[src/rtl/nop_core_param.sv]
// nop_core_param: parametrised multi-cycle nopCPU core (fetch/exec FSM, PC, register file, ALU, IRQ).
// Build option NOPCPU_MUL_EN: op 7 becomes rd = (rd*rs) low half instead of rd = rs << 1.
module nop_core_param #(
  parameter int unsigned DATA_W  = 8,
  parameter int unsigned ADDR_W  = 8,
  parameter int unsigned NREGS   = 4,
  parameter int unsigned IRQ_VEC = 'hF0
) (
  input  logic              clk,
  input  logic              reset,
  input  logic              irq,
  output logic [ADDR_W-1:0] imem_addr,
  input  logic [15:0]       imem_data,
  output logic              dmem_req,
  output logic              dmem_we,
  output logic [ADDR_W-1:0] dmem_addr,
  output logic [DATA_W-1:0] dmem_wdata,
  input  logic [DATA_W-1:0] dmem_rdata,
  input  logic              dmem_ack,
  output logic              halted
);

  localparam int unsigned RIDX_W = $clog2(NREGS);
  localparam logic [ADDR_W-1:0] IRQ_PC = ADDR_W'(IRQ_VEC);

  localparam logic [3:0] OP_LDI  = 4'h1;
  localparam logic [3:0] OP_ADD  = 4'h2;
  localparam logic [3:0] OP_SUB  = 4'h3;
  localparam logic [3:0] OP_AND  = 4'h4;
  localparam logic [3:0] OP_OR   = 4'h5;
  localparam logic [3:0] OP_XOR  = 4'h6;
  localparam logic [3:0] OP_SHL  = 4'h7;
  localparam logic [3:0] OP_LD   = 4'h8;
  localparam logic [3:0] OP_ST   = 4'h9;
  localparam logic [3:0] OP_JMP  = 4'hA;
  localparam logic [3:0] OP_JZ   = 4'hB;
  localparam logic [3:0] OP_RETI = 4'hC;
  localparam logic [3:0] OP_EI   = 4'hD;
  localparam logic [3:0] OP_DI   = 4'hE;
  localparam logic [3:0] OP_HALT = 4'hF;

  typedef enum logic [1:0] {
    S_FETCH = 2'd0,
    S_EXEC  = 2'd1,
    S_MEM   = 2'd2,
    S_HALT  = 2'd3
  } state_t;

  state_t              state_q, state_nx;
  logic [ADDR_W-1:0]   pc_q, pc_nx;
  logic [ADDR_W-1:0]   epc_q, epc_nx;
  logic                ie_q, ie_nx;
  logic                z_q, z_nx;
  logic [15:0]         ir_q, ir_nx;
  logic [DATA_W-1:0]   regs [NREGS];

  logic                req_nx, we_nx, halted_nx;
  logic [ADDR_W-1:0]   addr_nx;
  logic [DATA_W-1:0]   wdata_nx;

  logic                rf_we;
  logic [DATA_W-1:0]   rf_wdata;
  logic [DATA_W-1:0]   alu_res;

  logic [3:0]          op;
  logic [RIDX_W-1:0]   rd_idx, rs_idx;
  logic [DATA_W-1:0]   rd_val, rs_val, imm_d;
  logic [ADDR_W-1:0]   imm_a;
  logic                take_irq;
  logic                unused_ir;

  // Instruction field decode; out-of-range register fields alias by truncation
  assign op        = ir_q[15:12];
  assign rd_idx    = ir_q[8 +: RIDX_W];
  assign rs_idx    = ir_q[4 +: RIDX_W];
  assign imm_d     = DATA_W'(ir_q[7:0]);
  assign imm_a     = ADDR_W'(ir_q[7:0]);
  assign rd_val    = regs[rd_idx];
  assign rs_val    = regs[rs_idx];
  assign take_irq  = irq & ie_q;
  assign imem_addr = pc_q;
  assign unused_ir = ^ir_q;

  always_comb begin : alu
    alu_res = '0;
    case (op)
      OP_ADD: alu_res = rd_val + rs_val;
      OP_SUB: alu_res = rd_val - rs_val;
      OP_AND: alu_res = rd_val & rs_val;
      OP_OR:  alu_res = rd_val | rs_val;
      OP_XOR: alu_res = rd_val ^ rs_val;
`ifdef NOPCPU_MUL_EN
      OP_SHL: alu_res = rd_val * rs_val;
`else
      OP_SHL: alu_res = rs_val << 1;
`endif
      default: alu_res = '0;
    endcase
  end

  always_comb begin : next_state_logic
    state_nx = state_q;
    pc_nx    = pc_q;
    epc_nx   = epc_q;
    ie_nx    = ie_q;
    z_nx     = z_q;
    ir_nx    = ir_q;
    req_nx   = dmem_req;
    we_nx    = dmem_we;
    addr_nx  = dmem_addr;
    wdata_nx = dmem_wdata;
    rf_we    = 1'b0;
    rf_wdata = alu_res;

    case (state_q)
      S_FETCH: begin
        if (take_irq) begin
          epc_nx = pc_q;
          pc_nx  = IRQ_PC;
          ie_nx  = 1'b0;
        end else begin
          ir_nx    = imem_data;
          pc_nx    = pc_q + ADDR_W'(1);
          state_nx = S_EXEC;
        end
      end
      S_EXEC: begin
        state_nx = S_FETCH;
        case (op)
          OP_LDI: begin
            rf_we    = 1'b1;
            rf_wdata = imm_d;
          end
          OP_ADD, OP_SUB, OP_AND, OP_OR, OP_XOR, OP_SHL: begin
            rf_we = 1'b1;
            z_nx  = (alu_res == '0);
          end
          OP_LD, OP_ST: begin
            req_nx   = 1'b1;
            we_nx    = (op == OP_ST);
            addr_nx  = ADDR_W'(rs_val);
            wdata_nx = rd_val;
            state_nx = S_MEM;
          end
          OP_JMP: pc_nx = imm_a;
          OP_JZ: begin
            if (z_q) pc_nx = imm_a;
          end
          OP_RETI: begin
            pc_nx = epc_q;
            ie_nx = 1'b1;
          end
          OP_EI:   ie_nx = 1'b1;
          OP_DI:   ie_nx = 1'b0;
          OP_HALT: state_nx = S_HALT;
          default: state_nx = S_FETCH;
        endcase
      end
      // Request fields stay frozen until the ack edge
      S_MEM: begin
        if (dmem_ack) begin
          if (!dmem_we) begin
            rf_we    = 1'b1;
            rf_wdata = dmem_rdata;
          end
          req_nx   = 1'b0;
          state_nx = S_FETCH;
        end
      end
      S_HALT: begin
        if (take_irq) begin
          epc_nx   = pc_q;
          pc_nx    = IRQ_PC;
          ie_nx    = 1'b0;
          state_nx = S_FETCH;
        end
      end
      default: state_nx = S_FETCH;
    endcase
  end

  assign halted_nx = (state_nx == S_HALT);

  always_ff @(posedge clk or negedge reset) begin : state_reg
    if (!reset) state_q <= S_FETCH;
    else        state_q <= state_nx;
  end

  always_ff @(posedge clk or negedge reset) begin : datapath_reg
    if (!reset) begin
      pc_q       <= '0;
      epc_q      <= '0;
      ie_q       <= 1'b0;
      z_q        <= 1'b0;
      ir_q       <= '0;
      dmem_req   <= 1'b0;
      dmem_we    <= 1'b0;
      dmem_addr  <= '0;
      dmem_wdata <= '0;
      halted     <= 1'b0;
    end else begin
      pc_q       <= pc_nx;
      epc_q      <= epc_nx;
      ie_q       <= ie_nx;
      z_q        <= z_nx;
      ir_q       <= ir_nx;
      dmem_req   <= req_nx;
      dmem_we    <= we_nx;
      dmem_addr  <= addr_nx;
      dmem_wdata <= wdata_nx;
      halted     <= halted_nx;
    end
  end

  always_ff @(posedge clk or negedge reset) begin : regfile
    if (!reset) begin
      for (int i = 0; i < int'(NREGS); i++) regs[i] <= '0;
    end else if (rf_we) begin
      regs[rd_idx] <= rf_wdata;
    end
  end

endmodule

[config.mk]
export PLATFORM = sky130hd
export DESIGN_NAME = nop_core_param
export DESIGN_NICKNAME = d
export VERILOG_FILES = /design/src/rtl/nop_core_param.sv
export SDC_FILE = /design/constraint.sdc
export NUM_CORES = 1
export LEC_CHECK = 0
export CAP_MARGIN = 20
export CORE_UTILIZATION = 58
export DETAILED_ROUTE_END_ITERATION = 6
export PLACE_DENSITY = 0.81
export RECOVER_POWER = 25
export SYNTH_ARGS = -nofsm -noshare
export SYNTH_HDL_FRONTEND = slang
export SYNTH_SLANG_ARGS = --single-unit
[constraint.sdc]
create_clock -name clk -period 4.4 [get_ports clk]
set_clock_uncertainty 0.1 [all_clocks]
set_input_delay 1.32 -clock clk [delete_from_list [all_inputs] [get_ports clk]]
set_output_delay 1.32 -clock clk [all_outputs]
set_load 0.05 [all_outputs]
==> impl_metrics.yaml <==
floorplanning:
  die_w_um: 97.8
  core-area_um2: 8810
  die_h_um: 97.8
  die_area_um2: 9560
  row_count: 34
  start_util_pct: 60.4
  io_pins: 55
global_route:
  overflow: 0
  grt_max_degree: 86
  antenna_found_initial: 0
  grt_pass1_vias: 4270
  grt_pass1_wl_mm: 20.6
  grt_use_total_pct: 27.6
setup_path:
  critPathMaxFanout: 9
  endpoint_kind: "flip-flop"
  path_class: "reg -> reg"
  start_kind: "flip-flop"
  r2r_slack_ns: 0.35
  crit_arrival_ns: 4.20
  required_ns: 4.55
clock_network:
  postCtsResizedCells: 0
  cts_sinks: 85
  clk_latency_ns: 0.36
  cts.reportedPaths.clkPinSlew_ns: 0.10
  cts_hold_buf: 0
  post_cts_buffers: 0
  clk_path_buf_depth: 2
  cts-root-buf: "clkbuf_8"
  cts_tree: "yes"
  htree_levels: 3
  numCtsBuffers: 9
cells_and_area:
  final_core_util_pct: 69.8
  area_growth_syn_to_layout_pct: 15.4
  final_nets: 628
  antenna_cells: 0
  fin_area_um2: 6140
  fin_cells: 680
  drive_gt1_share_pct: 15.6
run_status:
  violations: "DRC, capacitance limit, slew limit"
  outcome: "finished, violations left"
placed_design:
  placed_area_um2: 5920
  place_congestion: 0.884
  portBuffers: 52
  place_ws_ns: 0.391
  dp.cells: 664
  hpwlAfterDp_mm: 9.06
sta:
  setup_viol: 0
  max_freq_mhz: 247
  worstMarginPinSlew_ns: 1.52
  setup_tns_ns: 0
  slew_headroom_pct: -1.03
  slew_violations: 62
  rsz0062_at_grt: "no"
  fin_crit_ns: 4.05
  hold_viol: 0
  post-route-period-util_pct: 92.1
  setup_slack_ns: 0.346
drt:
  ant_nets: 0
  via_per_inst: 6.25
  vias: 4252
  firstDrtPassIters: 7
  wl_mm: 12.6
  drt_iter0_markers: 325
  wire_per_inst_um: 18.5
  drc: 14
synthesis:
  synthCells: 523
  synth_top_area_share_pct: 40.0
  ys_ff_latch: 85
  synth_area_leader_cell: "dfrtp_1"
  synth_edf_count: 0
  synth_area_leaders: "dfrtp_1 (40%), mux2_2 (8.3%), ha_1 (7.3%)"
  yosys_warnings: 0
  postSynthAreaPerCell_um2: 10.2
  synthFlopType: "dfrtp_1"
  synthesis.nets: 583
  synthDistinctLibCells: 62
  syn_area_um2: 5320
  synth_seq_area_share_pct: 40.0
  async_flop_share_pct: 100
run:
  max_cap_viol_count: 1
power:
  p_per_area_nw_per_um2: 235
  p_leak_nw: 2.68
  max-vdd-ir-drop_uv: 203
hold_path:
  holdCritPathClass: "reg -> reg"
==> metal layers <==
layer  up-vias  track usage, %  share of wire, %
met5         -               0                 0
met3        29            6.44               5.8
met4         0            10.0               2.3
met1      2083            34.8                43
li1       1977               -                 -
met2       163            46.5                49
==> cells in the final DEF, fill, tap and decap left out, drive strengths merged, types with 2 or more instances in the layout <==
| cell | netlist | routed |
|---|---|---|
| bufinv | 0 | 2 |
| nand2 | 58 | 58 |
| o21a | 2 | 2 |
| a32oi | 2 | 2 |
| ha | 31 | 31 |
| a31oi | 2 | 2 |
| a211oi | 4 | 4 |
| o22a | 4 | 4 |
| dfrtp | 85 | 85 |
| xnor2 | 9 | 9 |
| mux2 | 42 | 42 |
| o22ai | 3 | 3 |
| nor2 | 25 | 25 |
| nand2b | 5 | 5 |
| mux4 | 16 | 16 |
| a221oi | 3 | 3 |
| a22o | 8 | 8 |
| and3 | 6 | 6 |
| a31o | 2 | 2 |
| xor2 | 3 | 3 |
| nor3 | 10 | 10 |
| o2bb2ai | 2 | 2 |
| inv | 32 | 34 |
| buf | 6 | 8 |
| nor3b | 3 | 3 |
| and2 | 4 | 4 |
| nand3 | 10 | 10 |
| or3 | 5 | 5 |
| mux2i | 10 | 10 |
| a21boi | 2 | 2 |
| clkdlybuf4s50 | 0 | 51 |
| o21ai | 52 | 52 |
| a22oi | 6 | 6 |
| nor2b | 4 | 4 |
| clkbuf | 21 | 11 |
| a41oi | 2 | 2 |
| a21oi | 29 | 29 |
==> worst paths after layout <==
kind | end | start | depth (start not counted)
worst max-delay path | regs[11] | ir_q[4] | 11
worst min-delay path | dmem_wdata[6] | dmem_wdata[6] | 2
worst max register to register | regs[11] | ir_q[4] | 11
worst min register to register | dmem_wdata[6] | dmem_wdata[6] | 2
max in group asynchronous | state_q[0] | reset | 2
min in group asynchronous | dmem_addr[4] | reset | 1
==> cell families after synthesis <==
group                    Yosys count  synth area share [%]
adder cells (fa/ha/maj)           32                  7.67
AO/OA/AOI/OAI                    131                  15.7
flip-flops                        85                  40.0
AND/OR/NAND/NOR                  135                  12.3
multiplexers                      68                  17.6
XOR/XNOR                          13                  2.42
buffers and inverters             59                  4.33
==> sequential cells by signal, summed over array words and instances (netlist names) <==
register    flops
dmem_addr       8
dmem_req        1
dmem_wdata      8
dmem_we         1
epc_q           8
halted          1
ie_q            1
imem_addr       8
ir_q           14
regs           32
state_q         2
z_q             1
==> cell type report <==
cell class                 instances  area, um2
fill                             676       2660
timing repair buffer              61        579
inverter                          32        120
sequential                        85       2130
multi-input combinational        379       2960
tap                              108        135
clock inverter                     6       93.8
clock buffer                       9        124
==> critical path, stage by stage, from the launching register on <==
cell	delay, ns
dfrtp_1	0.65
mux4_2	0.67
inv_1	0.13
ha_1	0.23
mux2i_1	0.25
ha_1	0.28
nor2b_1	0.13
o21a_1	0.18
or3_1	0.31
a32oi_1	0.41
o21ai_1	0.27
mux2_2	0.32
==> synth_stat cells (5+ instances only) <==
cell type	n
nor3_1	6
ha_1	31
xnor2_1	9
dfrtp_1	85
nand3_1	10
and3_1	6
a22o_1	8
o21ai_1	22
a22oi_1	6
or3_1	5
mux2_2	39
mux2i_1	10
a21oi_1	29
o21ai_0	30
nand2b_1	5
clkbuf_1	21
nand2_1	58
inv_1	30
mux4_2	15
nor2_1	25
==> metrics by stage <==
step	hold WS (ns)	power, mW
floorplan	0.350	0.797
global placement	0.361	0.836
detailed placement	0.370	0.836
CTS	0.390	1.45
global route	0.413	1.49
finish	0.386	1.44
==> power breakdown <==
part,switching (mW),internal [mW],leakage (nW),total (mW)
Clock,0.302,0.322,0.106,0.624
Sequential,0,0.780,1.14,0.780
Combinational,0.0197,0.0196,1.44,0.0393
Total,0.322,1.12,2.68,1.44
Note: power is estimated with default switching activity, not from simulation.
